### config.mk
export PLATFORM = sky130hd
export DESIGN_NAME = sw_diff_decoder
export DESIGN_NICKNAME = d
export VERILOG_FILES = /design/src/rtl/sw_diff_pkg.sv /design/src/rtl/sw_diff_sat_add.sv /design/src/rtl/sw_diff_decoder.sv
export SDC_FILE = /design/constraint.sdc
export NUM_CORES = 1
export LEC_CHECK = 0
export CAP_MARGIN = 20
export CORE_ASPECT_RATIO = 0.75
export CORE_UTILIZATION = 50
export CTS_BUF_LIST = sky130_fd_sc_hd__clkbuf_8 sky130_fd_sc_hd__clkbuf_16
export DETAILED_ROUTE_END_ITERATION = 12
export GPL_TIMING_DRIVEN = 0
export PLACE_DENSITY = 0.83
export SYNTH_ARGS = -nofsm -noshare
export SYNTH_HDL_FRONTEND = slang
export SYNTH_SLANG_ARGS = --single-unit
### constraint.sdc
create_clock -name clk -period 2.7 [get_ports clk]
set_input_delay 0.27 -clock clk [delete_from_list [all_inputs] [get_ports clk]]
set_output_delay 0.27 -clock clk [all_outputs]
set_load 0.02 [all_outputs]
### src/rtl/sw_diff_pkg.sv
// Shared types and constants for the difference-score decoder.
// Delta legality helper is kept here so producers and consumers agree on it.
package sw_diff_pkg;

  typedef enum logic [1:0] {
    IDLE  = 2'd0,
    RUN   = 2'd1,
    FLUSH = 2'd2
  } state_t;

  localparam int DELTA_W   = 4;
  localparam int DELTA_MIN = -6;
  localparam int DELTA_MAX = 7;

  // -8 and -7 are encodable in 4 bits but never produced by the cell array
  function automatic logic is_illegal_delta(input logic [DELTA_W-1:0] d);
    return ($signed(d) < DELTA_MIN);
  endfunction

endpackage

### src/rtl/sw_diff_sat_add.sv
// Signed add of a sign-extended delta onto a SCORE_W accumulator.
// Purely combinational; clamps to the SCORE_W range and flags the clamp.
module sw_diff_sat_add
  import sw_diff_pkg::*;
#(
  parameter int SCORE_W = 16
) (
  input  logic [SCORE_W-1:0] acc,
  input  logic [DELTA_W-1:0] delta,
  output logic [SCORE_W-1:0] sum,
  output logic               sat
);

  logic [SCORE_W:0] wide;

  always_comb begin
    wide = {acc[SCORE_W-1], acc} + {{(SCORE_W+1-DELTA_W){delta[DELTA_W-1]}}, delta};
    sat  = (wide[SCORE_W] != wide[SCORE_W-1]);
    sum  = wide[SCORE_W-1:0];
    // the extra top bit holds the true sign and picks the clamp direction
    if (sat) begin
      sum = wide[SCORE_W] ? {1'b1, {(SCORE_W-1){1'b0}}} : {1'b0, {(SCORE_W-1){1'b1}}};
    end
  end

endmodule

### src/rtl/sw_diff_decoder.sv
// Rebuilds absolute Smith-Waterman scores from a signed delta stream, one score/cycle, 1-cycle latency.
// Single output register with pass-through ready; optional row-max tracking under SW_DIFF_DECODER_MAXTRACK_EN.
module sw_diff_decoder
  import sw_diff_pkg::*;
#(
  parameter int SCORE_W = 16,
  parameter int COL_W   = 10
) (
  input  logic               clk,
  input  logic               rst_n,
  input  logic               start,
  input  logic [SCORE_W-1:0] anchor,
  input  logic               in_valid,
  output logic               in_ready,
  input  logic [DELTA_W-1:0] in_delta,
  input  logic               in_last,
  output logic               out_valid,
  input  logic               out_ready,
  output logic [SCORE_W-1:0] out_score,
  output logic [COL_W-1:0]   out_col,
  output logic               out_last,
  output logic               busy,
  output logic               done,
  output logic [SCORE_W-1:0] max_score,
  output logic [COL_W-1:0]   max_col,
  output logic               ovf,
  output logic               err
);

  state_t             state, state_nxt;
  logic [SCORE_W-1:0] acc;
  logic [SCORE_W-1:0] sum;
  logic               sat;
  logic [COL_W-1:0]   col;
  logic [COL_W-1:0]   col_nxt;
  logic               col_full;
  logic               accept;
  logic               handoff;
  logic               row_load;

  sw_diff_sat_add #(.SCORE_W(SCORE_W)) u_add (
    .acc   (acc),
    .delta (in_delta),
    .sum   (sum),
    .sat   (sat)
  );

  assign col_full = &col;
  assign col_nxt  = col_full ? col : col + 1'b1;
  assign handoff  = out_valid && out_ready;
  assign accept   = in_valid && in_ready;
  assign row_load = (state == IDLE) && start;
  assign busy     = (state != IDLE);

  always_ff @(posedge clk) begin
    if (!rst_n) state <= IDLE;
    else        state <= state_nxt;
  end

  always_comb begin
    state_nxt = state;
    in_ready  = 1'b0;
    done      = 1'b0;
    case (state)
      IDLE: begin
        if (start) state_nxt = RUN;
      end
      RUN: begin
        in_ready = !out_valid || out_ready;
        if (in_valid && in_ready && in_last) state_nxt = FLUSH;
      end
      FLUSH: begin
        if (out_valid && out_ready) begin
          done      = 1'b1;
          state_nxt = IDLE;
        end
      end
      default: state_nxt = IDLE;
    endcase
  end

  always_ff @(posedge clk) begin
    if (!rst_n) begin
      acc       <= '0;
      col       <= '0;
      out_valid <= 1'b0;
      out_score <= '0;
      out_col   <= '0;
      out_last  <= 1'b0;
      ovf       <= 1'b0;
      err       <= 1'b0;
    end else begin
      if (row_load) begin
        acc <= anchor;
        col <= '0;
        ovf <= 1'b0;
        err <= 1'b0;
      end
      if (accept) begin
        acc       <= sum;
        col       <= col_nxt;
        out_score <= sum;
        out_col   <= col_nxt;
        out_last  <= in_last;
        out_valid <= 1'b1;
        ovf       <= ovf | sat | col_full;
        // illegal deltas are still accumulated at face value
        err       <= err | is_illegal_delta(in_delta);
      end else if (handoff) begin
        out_valid <= 1'b0;
      end
    end
  end

`ifdef SW_DIFF_DECODER_MAXTRACK_EN
  logic [SCORE_W-1:0] max_q;
  logic [COL_W-1:0]   max_col_q;

  // strict compare keeps the first column on ties
  always_ff @(posedge clk) begin
    if (!rst_n) begin
      max_q     <= '0;
      max_col_q <= '0;
    end else if (row_load) begin
      max_q     <= anchor;
      max_col_q <= '0;
    end else if (accept && ($signed(sum) > $signed(max_q))) begin
      max_q     <= sum;
      max_col_q <= col_nxt;
    end
  end

  assign max_score = max_q;
  assign max_col   = max_col_q;
`else
  assign max_score = '0;
  assign max_col   = '0;
`endif

endmodule

==> flow_summary.toml, run 1 <==
[min_path]
worst_hold_startpoint = "rst_n"
hold_path_class = "in -> reg"
hold-path-endpoint = "out_score[8]"
timing.hold.worst_path_depth = 3

[synth]
async_flop_share_pct = 0
yosys.area_share.adder_pct = 6.17
syn_area_sq_mm = 0.00377
post_synthesis_simple_gate_area_fraction_pct = 20.6
synth.yosys.seq_area_share_pct = 30.8
synthMuxAreaShare_pct = 1.06
syn-instance-count = 469
mean_instance_size_in_the_synthesized_netlist_sq_um = 8.05
synth_cell_type_count = 64
synth_warnings = 0
combinational_family_with_the_most_area_after_synthesis = "compound AO/OA/AOI/OAI gates"
synth-xor-area-share_pct = 3.25
synth-edff-count = 0
synth_compound_gate_area_share_pct = 27.8
ys_ff_latch = 58
yosys_most_used_dff = "sky130_fd_sc_hd__dfxtp_1"

[setup_path]
master_of_the_slowest_instance_on_the_critical_path = "sky130_fd_sc_hd__o311a_4"
cp_max_fo = 5
worst_path_dominant_cell_family = "compound AO/OA/AOI/OAI gates"
worst-setup-path-type = "reg -> reg"
arrival_ns = 2.95
kind_of_end_point_of_the_critical_path = "flip-flop"
cp.buffers_inverters = 1
worstRegToRegCells = 9
worstPathRequired_ns = 2.96
worstSetupStartpointType = "flip-flop"
cp_slowest_stage_delay_ns = 0.42
reg2reg_capture_point = "out_score[9]"
list_of_cells_traversed_by_the_critical_path = "ha_4, a211o_1, a41o_1, o31a_4, o311a_4, o21ai_4, buf_4, nand2_1, a31oi_1"
r2r_setup_slack_ns = 0.01
regToRegStartpoint = "acc[1]"

[clock_tree]
clk_transition_reported_paths_ns = 0.07
total_clock_buffers_created_by_cts = 9
root_buffer = "sky130_fd_sc_hd__clkbuf_8"
cts_buffer_depth = 2
clock_sinks = 58
insertion_delay_ns = 0.36
cts_tree = "built"
cts_htree_levels = 3

[route]
dr_total_vias = 3929
remaining_drc_errors = 0
drt_wl_total_um = 11600
routed_wire_length_per_instance_um = 17.1
via_per_inst = 5.79
dr.first_iter.drc_count = 296
drtPass1Iterations = 5
antenna_left = 0

[grt]
grt_overflow_total = 0
largest_net_degree_at_the_start_of_global_routing = 15
grt_antenna_before_repair = 0
grt_pass1_vias = 3715
grt_use_total_pct = 29.9
grt_first_pass_wirelength_um = 18100

[sta]
max_freq_ghz = 0.372
final_min_period_over_clock_period_pct = 99.6
final_hold_viol_count = 0
finalWorstSetupSlack_ns = 0.0107
slew-limit-headroom_pct = 53.7
totalNegativeSetupSlack_ns = 0
period_needed_ns = 2.69
report.final.slew_viol_count = 0
fin_skew_ns = 0.00764
max_slew.worst_pin.slew_ns = 0.692
rsz0062_at_grt = "true"
final-setup-viol-count = 0

[place]
place_congestion = 0.907
dpl_cell_area_sq_mm = 0.00457
worst_setup_slack_post_dpl_ns = -1.24
detailed_placement_wirelength_estimate_um = 8090
placed_cells_incl_taps = 652
port-buffer-count = 57

[finish]
post_route_cells_drive_above_1_share_pct = 18.0
number_of_cells_in_the_finished_layout_apart_from_fillers = 678
flow.area_growth_from_synthesis_pct = 34.5
stdcell_area_sq_mm = 0.00508
finish.net_count = 616
antennaDiodeCount = 0
n_fill_cell = 609

[power]
power.static_leakage_nw = 2.07
report.power.total_mw = 3.00
vdd.ir_drop.worst_uv = 295
power_density_mw_per_mm2 = 591

[run]
drv.max_cap_violation_count = 0

[die]
die_h_um = 77.3
core_sq_mm = 0.00733
dieArea_sq_mm = 0.00790
std_cell_rows = 27
ioPinCount = 85
initial_core_util_pct = 51.5
floorplan.die.width_um = 102

[status]
outcome = "completed"
[what timing repair did]
action | in CTS | in global routing
gates resized for setup | 22 | 28
setup buffers | 5 | 4
cloned | 1 | 1
setup endpoints to repair | 33 | 36
hold buffers | 0 | 0
pin swaps | 5 | 6
endpoints found under the hold margin | 0 | 0
[worst register-to-register path, delay by kind of cell (launching register included)]
kind	cells	cell delay, ns
AOI/OAI and AO/OA	6	1.77
adders and majority gates	1	0.20
buffers and inverters	1	0.19
DFF	1	0.36
and+or+nand+nor	1	0.08
[synth_stat cells, drive strengths merged (2+ instances only)]
master	count	area, sq um
o21ai	27	146
o211a	3	30.0
and2	3	18.8
xor2	5	43.8
nor2b	7	43.8
and4	2	18.8
a2111oi	2	17.5
a41o	2	20.0
nand2b	5	31.3
a21o	12	95.1
and3	10	65.1
ha	17	213
o211ai	9	72.6
o41ai	2	36.3
nor2	46	173
mux2i	4	40.0
o31ai	3	22.5
inv	8	30.0
a21oi	46	230
nor3	10	55.1
nand2	58	220
o21a	4	30.0
o31a	3	35.0
a31oi	13	81.3
buf	30	233
dfxtp	58	1160
or3	3	18.8
a211oi	5	37.5
o311ai	5	61.3
xnor2	9	78.8
nand3	16	80.1
nand4	4	25.0
a311oi	7	61.3
clkbuf	15	76.3
[metrics by stage]
stage	utilization, %	hold WS (ns)
floorplan	-	0.427
global placement	62.3	0.443
detailed placement	62.3	0.451
CTS	66.9	0.370
global route	69.3	0.399
finish	69.3	0.365
[placed cells by master, fill, tap and decap left out, drive strengths merged, types with 10 or more instances in the layout]
master	netlist	routed
a31oi	13	13
ha	17	17
a21o	12	12
buf	30	41
clkdlybuf4s50	0	54
and3	10	10
o21ai	27	27
conb	1	26
a21oi	46	46
nand3	16	16
nand2	58	59
nor2	46	46
clkbuf	15	24
nor3	10	10
dfxtp	58	58
[worst max-delay path by stage]
stage                            from       endpoint  cells after the start  slack, ns
after CTS                      acc[4]   out_score[0]                      9       0.01
after global placement    in_delta[3]  out_score[13]                      9      -1.12
after global routing      in_delta[0]   out_score[9]                     11      -0.11
after floorplan               acc[14]         acc[2]                      9       0.20
after detailed placement  in_delta[3]  out_score[13]                      9      -1.24
final                          acc[1]   out_score[9]                      9       0.01
[kinds of logic (layout without fill, tap and decap cells)]
kind of cell / Yosys count / count (layout)
DFF: 58 / 58
buffers and inverters: 56 / 138
AOI/OAI and AO/OA: 150 / 150
xor gates and xnor gates: 14 / 14
and+or+nand+nor: 168 / 169
other: 1 / 26
muxes: 4 / 4
adders and majority gates: 18 / 18
[registers in the layout, indices dropped and copies added, names as in the netlist, 2 cells and up]
signal	count
acc	16
out_score	16
state	2
col	10
out_col	10
[power breakdown]
part           internal (mW)  switching (mW)  leakage (nW)
registers              0.916          0.0419         0.473
clock network          0.546           0.385         0.112
logic                  0.480           0.631          1.49
total                   1.94            1.06          2.07
[layout make-up]
class	count	area [sq um]	area share [%]
multi-input combinational	381	2530	49.9
inverter	9	33.8	0.665
clock buffer	10	138	2.71
sequential	58	1160	22.9
tap	101	126	2.49
buffer	46	348	6.85
timing repair buffer	67	646	12.7
clock inverter	6	90.1	1.77
[metal layers]
metal | vias to the layer above | global-route usage, % | share of wire [%]
met5 | - | 0 | 0
li1 | 1863 | - | -
met1 | 1807 | 40.1 | 44
met4 | 0 | 10.9 | 2.4
met2 | 222 | 46.4 | 45
met3 | 37 | 7.11 | 9.0
Power figures use the tool's default switching activity.
==> run 2: changes to the inputs <==
--- a/config.mk
+++ b/config.mk
@@ -7,11 +7,11 @@
 export LEC_CHECK = 0
 export CAP_MARGIN = 20
 export CORE_ASPECT_RATIO = 0.75
-export CORE_UTILIZATION = 50
+export CORE_UTILIZATION = 46
 export CTS_BUF_LIST = sky130_fd_sc_hd__clkbuf_8 sky130_fd_sc_hd__clkbuf_16
 export DETAILED_ROUTE_END_ITERATION = 12
 export GPL_TIMING_DRIVEN = 0
-export PLACE_DENSITY = 0.83
+export PLACE_DENSITY = 0.81
 export SYNTH_ARGS = -nofsm -noshare
 export SYNTH_HDL_FRONTEND = slang
 export SYNTH_SLANG_ARGS = --single-unit
==> constraint.sdc (replaced) <==
create_clock -name clk -period 2.26 [get_ports clk]
set_input_delay 0.226 -clock clk [delete_from_list [all_inputs] [get_ports clk]]
set_output_delay 0.226 -clock clk [all_outputs]
set_load 0.02 [all_outputs]
==> run 2 against run 1 <==
Compared with the run above:
- first-iteration DRC count increased by 34%
- critical path depth unchanged
- critical endpoint is now ovf
- clock skew about the same
- via count increased by 3.3%
- sequential power increased by 20%
- maximum frequency increased by 3.2%
- non-clock buffer count increased by 7
- the flow now finishes with violations (setup timing)
- sequential share of layout area decreased by 0.39 points
- final cell count increased by 1.6%
- power increased by 14%
==> flow_summary.toml, run 2 (synthesis gave the netlist of run 1 again) <==
[status]
outcome = "finished with violations"
violations = "setup timing"

[place]
worst_setup_slack_post_dpl_ns = -1.66
port-buffer-count = 57
detailed_placement_wirelength_estimate_um = 8160
place_congestion = 0.875

[sta]
final-setup-viol-count = 33
rsz0062_at_grt = "true"
final_hold_viol_count = 0
fin_skew_ns = 0.00782
slew-limit-headroom_pct = 48.2
finalWorstSetupSlack_ns = -0.345
max_freq_ghz = 0.384
max_slew.worst_pin.slew_ns = 0.774
period_needed_ns = 2.60
report.final.slew_viol_count = 0
totalNegativeSetupSlack_ns = -8.79
worst_hold_slack_ns = 0.335
final_min_period_over_clock_period_pct = 115

[setup_path]
cp_slowest_stage_delay_ns = 0.43
master_of_the_slowest_instance_on_the_critical_path = "sky130_fd_sc_hd__o41ai_4"
worstPathRequired_ns = 2.47
kind_of_end_point_of_the_critical_path = "flip-flop"
cp_max_fo = 6
arrival_ns = 2.81
worstSetupStartpointType = "flip-flop"
worst-setup-path-type = "reg -> reg"
list_of_cells_traversed_by_the_critical_path = "ha_4, or2_4, a41o_1, o31a_4, o41ai_4, nor3_4, buf_4, o31ai_1, a21oi_1"

[finish]
antennaDiodeCount = 0
postLayoutCoreUtil_pct = 65.5
finish.net_count = 623
mostFrequentLayoutCells = "sky130_fd_sc_hd__dfxtp_1, sky130_fd_sc_hd__clkdlybuf4s50_1, sky130_fd_sc_hd__nand2_1"
post_route_cells_drive_above_1_share_pct = 23.1
n_fill_cell = 658
registers_with_the_highest_flip_flop_counts = "acc x16, out_score x16"
flow.area_growth_from_synthesis_pct = 37.3

[clock_tree]
cts_htree_levels = 3
clk_transition_reported_paths_ns = 0.07
cts_tree = "built"
cts_hold_buf = 0
clock_sinks = 58
root_buffer = "sky130_fd_sc_hd__clkbuf_8"
total_clock_buffers_created_by_cts = 9
insertion_delay_ns = 0.35
cts_buffer_depth = 2

[die]
core_sq_mm = 0.00792
ioPinCount = 85
die_h_um = 80.5
initial_core_util_pct = 47.7
std_cell_rows = 28
dieArea_sq_mm = 0.00858
floorplan.die.width_um = 107

[grt]
grt_pass1_vias = 3603
grt_use_total_pct = 27.3
grt_antenna_before_repair = 0
grt_overflow_total = 0
grt_first_pass_wirelength_um = 17900
largest_net_degree_at_the_start_of_global_routing = 15

[power]
power.static_leakage_nw = 2.14
vdd.ir_drop.worst_uv = 368
power_density_mw_per_mm2 = 660

[route]
drt_wl_total_um = 12000
drtPass1Iterations = 5
routed_wire_length_per_instance_um = 17.4
via_per_inst = 5.89
antenna_left = 0
dr.first_iter.drc_count = 398
remaining_drc_errors = 0
dr_total_vias = 4059

[run]
drv.max_cap_violation_count = 0

[min_path]
hold_path_class = "in -> reg"
==> run 2: through the flow <==
step	area (sq um)	power, mW	std cells
floorplan	3950	1.96	494
detailed placement	4660	2.28	656
global placement	4660	2.26	656
CTS	5040	3.26	680
global route	5180	3.55	689
finish	5180	3.42	689
==> run 2: layer usage <==
metal	vias to the layer above	GRT usage, %	share of wire, %
met4	0	12.2	1.6
met5	-	0	0
met2	261	43.7	47
li1	1886	-	-
met3	25	7.22	9.6
met1	1887	34.5	42
==> run 2: final cells by class <==
type | instances | area, sq um | share of cell area, %
inverters | 9 | 33.8 | 0.652
well taps | 105 | 131 | 2.54
clock inverters | 7 | 46.3 | 0.893
multi-input cells | 381 | 2650 | 51.0
plain buffers | 46 | 327 | 6.30
repair buffers | 74 | 708 | 13.7
clock buffers | 9 | 124 | 2.39
flip-flops and latches | 58 | 1170 | 22.5
==> run 2: power by group <==
group	switching (mW)	internal, mW	leakage (nW)
clock	0.458	0.394	0.0868
sequential	0.0511	1.09	0.474
combinational	0.806	0.615	1.58
==> run 2: repair_timing <==
item,in CTS,in global routing
pin swaps,26,12
setup endpoints to repair,45,48
gates cloned,1,1
buffers inserted,8,8
gates resized for setup,57,25
==> run 2: worst max-delay path, delay by kind of cell (launching register included) <==
kind | cells | cell delay, ns
flops | 1 | 0.36
buf+inv | 1 | 0.17
compound gates | 5 | 1.33
fa+ha+maj | 1 | 0.21
simple gates | 2 | 0.38
==> run 2: final timing paths <==
kind,startpoint,end,slack [ns],depth (start not counted)
worst max-delay path,acc[2],ovf,-0.34,9
worst min-delay path,rst_n,out_col[7],0.34,3
worst max register to register,acc[2],ovf,-0.34,9
worst min register to register,out_col[6],out_col[6],0.46,2
